File: src/rtl/capture_ctrl.sv
// Capture controller for a logic-analyser trace RAM: decimated sampling into a
// circular buffer, pre-trigger fill, arm, post-trigger count and done hand-off.
module capture_ctrl (
  input  logic       clk,
  input  logic       rst_n,
  input  logic       strt_cap,
  input  logic       triggered,
  input  logic [8:0] trig_pos,
  input  logic [3:0] decimator,
  input  logic       clr_cap_done,
  output logic       we,
  output logic       cap_en,
  output logic [8:0] cap_addr,
  output logic [8:0] trace_end,
  output logic       armed,
  output logic       cap_done
);

  typedef enum logic [2:0] {
    IDLE  = 3'd0,
    FILL  = 3'd1,
    ARMED = 3'd2,
    POST  = 3'd3,
    DONE  = 3'd4
  } state_t;

  state_t      state_r, state_s;
  logic [8:0]  trig_pos_r, trig_pos_s;
  logic [3:0]  dec_r, dec_s;
  logic [15:0] dec_cnt_r, dec_cnt_s;
  logic [9:0]  wr_cnt_r, wr_cnt_s;
  logic [9:0]  post_cnt_r, post_cnt_s;
  logic [8:0]  cap_addr_r, cap_addr_s;
  logic [8:0]  trace_end_r, trace_end_s;
  logic        we_r, we_s;
  logic        armed_r, armed_s;
  logic        cap_done_r, cap_done_s;

  logic        active_s;
  logic        smpl_en_s;
  logic [15:0] dec_limit_s;
  logic [9:0]  wr_cnt_inc_s;
  logic [9:0]  post_cnt_inc_s;
  logic [9:0]  fill_thresh_s;
  logic [8:0]  last_addr_s;

  assign cap_en    = smpl_en_s;
  assign cap_addr  = cap_addr_r;
  assign trace_end = trace_end_r;
  assign we        = we_r;
  assign armed     = armed_r;
  assign cap_done  = cap_done_r;

  // Next-state, datapath and registered-output decode
  always_comb begin
    dec_limit_s    = (16'd1 << dec_r) - 16'd1;
    active_s       = (state_r == FILL) || (state_r == ARMED) || (state_r == POST);
    smpl_en_s      = active_s && (dec_cnt_r == dec_limit_s);
    wr_cnt_inc_s   = (wr_cnt_r == 10'd512) ? 10'd512 : (wr_cnt_r + 10'd1);
    post_cnt_inc_s = post_cnt_r + 10'd1;
    fill_thresh_s  = 10'd512 - {1'b0, trig_pos_r};
    // a write in this very cycle is the most recent one; otherwise the previous address
    last_addr_s    = smpl_en_s ? cap_addr_r : (cap_addr_r - 9'd1);

    state_s     = state_r;
    trig_pos_s  = trig_pos_r;
    dec_s       = dec_r;
    wr_cnt_s    = wr_cnt_r;
    post_cnt_s  = post_cnt_r;
    trace_end_s = trace_end_r;
    cap_addr_s  = smpl_en_s ? (cap_addr_r + 9'd1) : cap_addr_r;
    if (active_s) begin
      dec_cnt_s = smpl_en_s ? 16'd0 : (dec_cnt_r + 16'd1);
    end else begin
      dec_cnt_s = dec_cnt_r;
    end

    case (state_r)
      IDLE: begin
        if (strt_cap) begin
          trig_pos_s = trig_pos;
          dec_s      = decimator;
          wr_cnt_s   = 10'd0;
          post_cnt_s = 10'd0;
          dec_cnt_s  = 16'd0;
          state_s    = FILL;
        end else begin
          state_s    = IDLE;
        end
      end
      FILL: begin
        if (smpl_en_s) begin
          wr_cnt_s = wr_cnt_inc_s;
          if (wr_cnt_inc_s >= fill_thresh_s) begin
            state_s = ARMED;
          end else begin
            state_s = FILL;
          end
        end else begin
          state_s = FILL;
        end
      end
      ARMED: begin
        if (triggered) begin
          if (trig_pos_r == 9'd0) begin
            trace_end_s = last_addr_s;
            state_s     = DONE;
          end else begin
            post_cnt_s  = 10'd0;
            state_s     = POST;
          end
        end else begin
          state_s = ARMED;
        end
      end
      POST: begin
        if (smpl_en_s) begin
          post_cnt_s = post_cnt_inc_s;
          if (post_cnt_inc_s == {1'b0, trig_pos_r}) begin
            trace_end_s = cap_addr_r;
            state_s     = DONE;
          end else begin
            state_s     = POST;
          end
        end else begin
          state_s = POST;
        end
      end
      DONE: begin
        if (clr_cap_done) begin
          state_s = IDLE;
        end else begin
          state_s = DONE;
        end
      end
      default: begin
        state_s = IDLE;
      end
    endcase

    we_s       = (state_s == FILL) || (state_s == ARMED) || (state_s == POST);
    armed_s    = (state_s == ARMED);
    cap_done_s = (state_s == DONE);
  end

  // State, counters, addresses and status outputs
  always_ff @(posedge clk or negedge rst_n) begin
    if (!rst_n) begin
      state_r     <= IDLE;
      trig_pos_r  <= 9'd0;
      dec_r       <= 4'd0;
      dec_cnt_r   <= 16'd0;
      wr_cnt_r    <= 10'd0;
      post_cnt_r  <= 10'd0;
      cap_addr_r  <= 9'd0;
      trace_end_r <= 9'd0;
      we_r        <= 1'b0;
      armed_r     <= 1'b0;
      cap_done_r  <= 1'b0;
    end else begin
      state_r     <= state_s;
      trig_pos_r  <= trig_pos_s;
      dec_r       <= dec_s;
      dec_cnt_r   <= dec_cnt_s;
      wr_cnt_r    <= wr_cnt_s;
      post_cnt_r  <= post_cnt_s;
      cap_addr_r  <= cap_addr_s;
      trace_end_r <= trace_end_s;
      we_r        <= we_s;
      armed_r     <= armed_s;
      cap_done_r  <= cap_done_s;
    end
  end

endmodule

File: config.mk
export PLATFORM = sky130hd
export DESIGN_NAME = capture_ctrl
export DESIGN_NICKNAME = d
export VERILOG_FILES = /design/src/rtl/capture_ctrl.sv
export SDC_FILE = /design/constraint.sdc
export NUM_CORES = 1
export LEC_CHECK = 0
export CAP_MARGIN = 20
export CORE_MARGIN = 4
export CORE_UTILIZATION = 45
export CTS_CLUSTER_DIAMETER = 100
export DETAILED_ROUTE_END_ITERATION = 8
export GPL_ROUTABILITY_DRIVEN = 0
export PLACE_DENSITY = 0.67
export SYNTH_ARGS = -nofsm -noshare
export SYNTH_HDL_FRONTEND = slang
export SYNTH_SLANG_ARGS = --single-unit
File: constraint.sdc
create_clock -name clk -period 3.4 [get_ports clk]
set_input_delay 0.68 -clock clk [delete_from_list [all_inputs] [get_ports clk]]
set_output_delay 0.68 -clock clk [all_outputs]
set_load 0.02 [all_outputs]
==> results.md <==
* Yosys warns at 0
* Cts-stage hold buffer count at 0
* Avg Cell Area, Syn at ~9.2 um2
* Synth Cell Area at ~4800 um2
* Commonest cells after routing, fill and taps aside: dfrtp_1, nand2_1, nor2_1
* Root Driver: clkbuf_8
* Crit path from: dec_r[3]$_DFFE_PN0P_
* Post-route ant nets at 0
* Worst rel slew slack at about two fifths
* Clock power frac at between 20% and 30%
* Crit-path max FO at 12
* First-pass GRT wire length at ~18 mm
* N_diodes at 0
* Min Tclk post-route at approximately 3.4 ns
* Initial antenna violation count at 0
* Lkg Pwr at around 2.5 nW
* Ys flop type: dfrtp_1
* Dpl hpwl at about 7.6 mm
* Status: completed
* Pwr dens at 431 nW/um2
* Final Core Density at 54.9%
* All-layer global routing usage at between 10% and 20%
* WL/cell at around 15 um
* Starting density of the core at 46.2%
* 1st-iter DRT viols at 219
* Final setup TNS at 0 ns
* Skew-Pair Late Insertion Delay at ~0.36 ns
* CTS clk-pin slew, worst paths at 0.09 ns
* Commonest non-fill, non-tap cell in the layout: dfrtp_1
* Worst setup SP type: flip-flop
* Buffers on Ports at 39
* Internal at around 1.6 mW
* FMAX at slightly below 300 MHz
* Synth Instances at between 500 and 600
* NetSw at ~0.83 mW
* Largest net degree at the start of global routing at 74
* Total wire length at ~11 mm
* Hold crit path type: in2async
* Fin Clk Skew at around 0.013 ns
* I/O pins at 40
* Synthesis-to-layout area growth at 18.8%
* CP arrival at approximately 2.7 ns
* Grt total ovfl at 0
* Layout cells sized above 1 at around 16%
* WHS at approximately 0.42 ns
* DRC at 0
* CP max-delay cell: dfrtp_2
* Synth async-reset ratio at 100%
* Post-place instance area at roughly 5300 um2
* CTS max path bufs at 2
* Worst R2R Start: dec_r[3]$_DFFE_PN0P_
* Cts bufs inserted at 9
* Worst path cell trace: nor3_4 > nand2b_1 > ha_2 > buf_4 > nor4_1 > a211oi_1 > nor4b_2 > and4b_2 > buf_6
* Area of the core at 10400 um2
* Overall power at around 2.5 mW
* Sequential share of the synthesized area at 38.1%
* Setup CP Type: reg2out
* # Max-Cap Violations at 0
* Via count at a little under 4000
* Via density at ~5.5
* DIE HEIGHT at around 110 um
* Setup violators final at 0
* CP Data Required Time at 2.72 ns
* Final Max Tran Viols at 0
* FILL cells at 942
* Synth cell types at 67
* Synthesized net count at 560
* Synth Register Bits at 73
* CTS tree: done
* Final Hold Viols at 0
* Seq pwr share at 45.1%
* CTS H-Tree Depth at 3
* Sw Ratio at approximately 34%
* Logic pwr share at 25.0%
* Reg2Reg Depth at 13
* Post-synth EDFFs at 0
* Max IR drop VDD at 0.000172 V
* Crit-path max cell delay at 0.46 ns
* Finished Cell Area at between 5000 and 6000 um2
* Vias in the first global route at 3904
* Sink Count at 73
* Die X at between 100 and 150 um
* Crit path capture type: primary output
* Unrepaired setup endpoints after global routing: yes
* Drt pass-1 iters at 5
* Final Net Count at just over 600
* Measured slew at the worst slew-check pin at about 0.9 ns
* Final Cycle Share at roughly 100%
* Die area at 12400 um2
* Row count at 37
-- worst paths after layout --
path	slack, ns	endpoint
max	0.02	cap_en
min	0.42	cap_addr[8]$_DFFE_PN0P_
max reg2reg	0.07	trace_end[7]$_DFFE_PN0P_
min reg2reg	0.51	cap_addr[8]$_DFFE_PN0P_
max in group asynchronous	2.36	dec_r[3]$_DFFE_PN0P_
min in group clk	0.51	cap_addr[8]$_DFFE_PN0P_
-- per-layer routing --
| layer | track usage (%) | share of wire [%] | vias to the layer above |
|---|---|---|---|
| met1 | 22.4 | 45 | 1908 |
| met5 | 0 | 0 | - |
| met4 | 5.92 | 1.6 | 0 |
| li1 | - | - | 1918 |
| met3 | 4.42 | 4.8 | 23 |
| met2 | 29.0 | 48 | 86 |
-- synth_stat cells (4+ instances only) --
master | n | area [um2]
nor3b_1 | 4 | 30.0
o21ai_0 | 24 | 120
xor2_1 | 25 | 219
nand4_1 | 11 | 68.8
inv_1 | 19 | 71.3
nor2_1 | 48 | 180
a21oi_1 | 17 | 85.1
and3_1 | 10 | 62.6
nand2b_1 | 8 | 50.1
mux2_4 | 8 | 120
dfrtp_1 | 73 | 1830
a21o_1 | 4 | 30.0
o21a_1 | 4 | 30.0
buf_2 | 12 | 60.1
mux2i_1 | 5 | 50.1
mux2_2 | 12 | 135
clkbuf_1 | 10 | 37.5
nand3_1 | 17 | 85.1
or4_1 | 4 | 30.0
nor3_1 | 15 | 75.1
nand2_1 | 53 | 199
and2_1 | 4 | 25.0
ha_1 | 19 | 238
a31oi_1 | 8 | 50.1
buf_6 | 4 | 45.0
nor2b_1 | 7 | 43.8
nor4_1 | 7 | 43.8
xnor2_1 | 34 | 298
-- what timing repair did --
item                       in CTS  in global routing
setup endpoints to repair      14                 26
setup buffers                  15                  0
gates cloned                    0                  0
gates resized for setup        12                  6
pin swaps                       2                  8
-- registers in the layout, summed over array words and instances (netlist names), 3 cells and up --
name	flops
state_r	3
wr_cnt_r	10
dec_r	4
trig_pos_r	9
post_cnt_r	10
trace_end	9
dec_cnt_r	16
cap_addr	9
-- stage by stage --
stage	setup WS, ns	cells
6_report	0.0208	715
5_1_grt	-0.147	715
4_1_cts	0.0218	716
3_5_place_dp	-0.189	685
3_3_place_gp	-0.116	685
2_1_floorplan	0.0130	523
-- kinds of logic (layout without fill, tap and decap cells) --
family                   Yosys count  count (layout)  share of synthesized area, %
buffers and inverters             50             106                          5.09
XOR/XNOR                          59              59                          10.8
AO/OA/AOI/OAI                     85              85                          11.6
flip-flops                        73              73                          38.1
multiplexers                      25              25                          6.37
adder cells (fa/ha/maj)           19              19                          4.96
AND/OR/NAND/NOR                  212             212                          23.1
-- area by class of cell --
class,instances,area [um2],area share (%)
multi-input combinational,400,2770,48.6
sequential,73,1830,32.1
tap,136,170,2.99
clock inverter,7,85.1,1.49
timing repair buffer,70,647,11.4
inverter,20,75.1,1.32
clock buffer,9,124,2.18
-- worst max-delay path, delay by kind of cell (launching register included) --
kind,cells,cell delay [ns]
flip-flops,1,0.46
AO/OA/AOI/OAI,1,0.12
adder cells (fa/ha/maj),1,0.19
AND/OR/NAND/NOR,5,1.25
buffers and inverters,2,0.31
-- power by group through the flow --
stage,registers (mW),logic (mW),clock network [mW]
finish,1.11,0.615,0.734
floorplan,1.08,0.463,0
global route,1.13,0.688,0.796
global placement,1.12,0.572,0
CTS,1.11,0.617,0.758
detailed placement,1.12,0.592,0
Power figures use the tool's default switching activity.
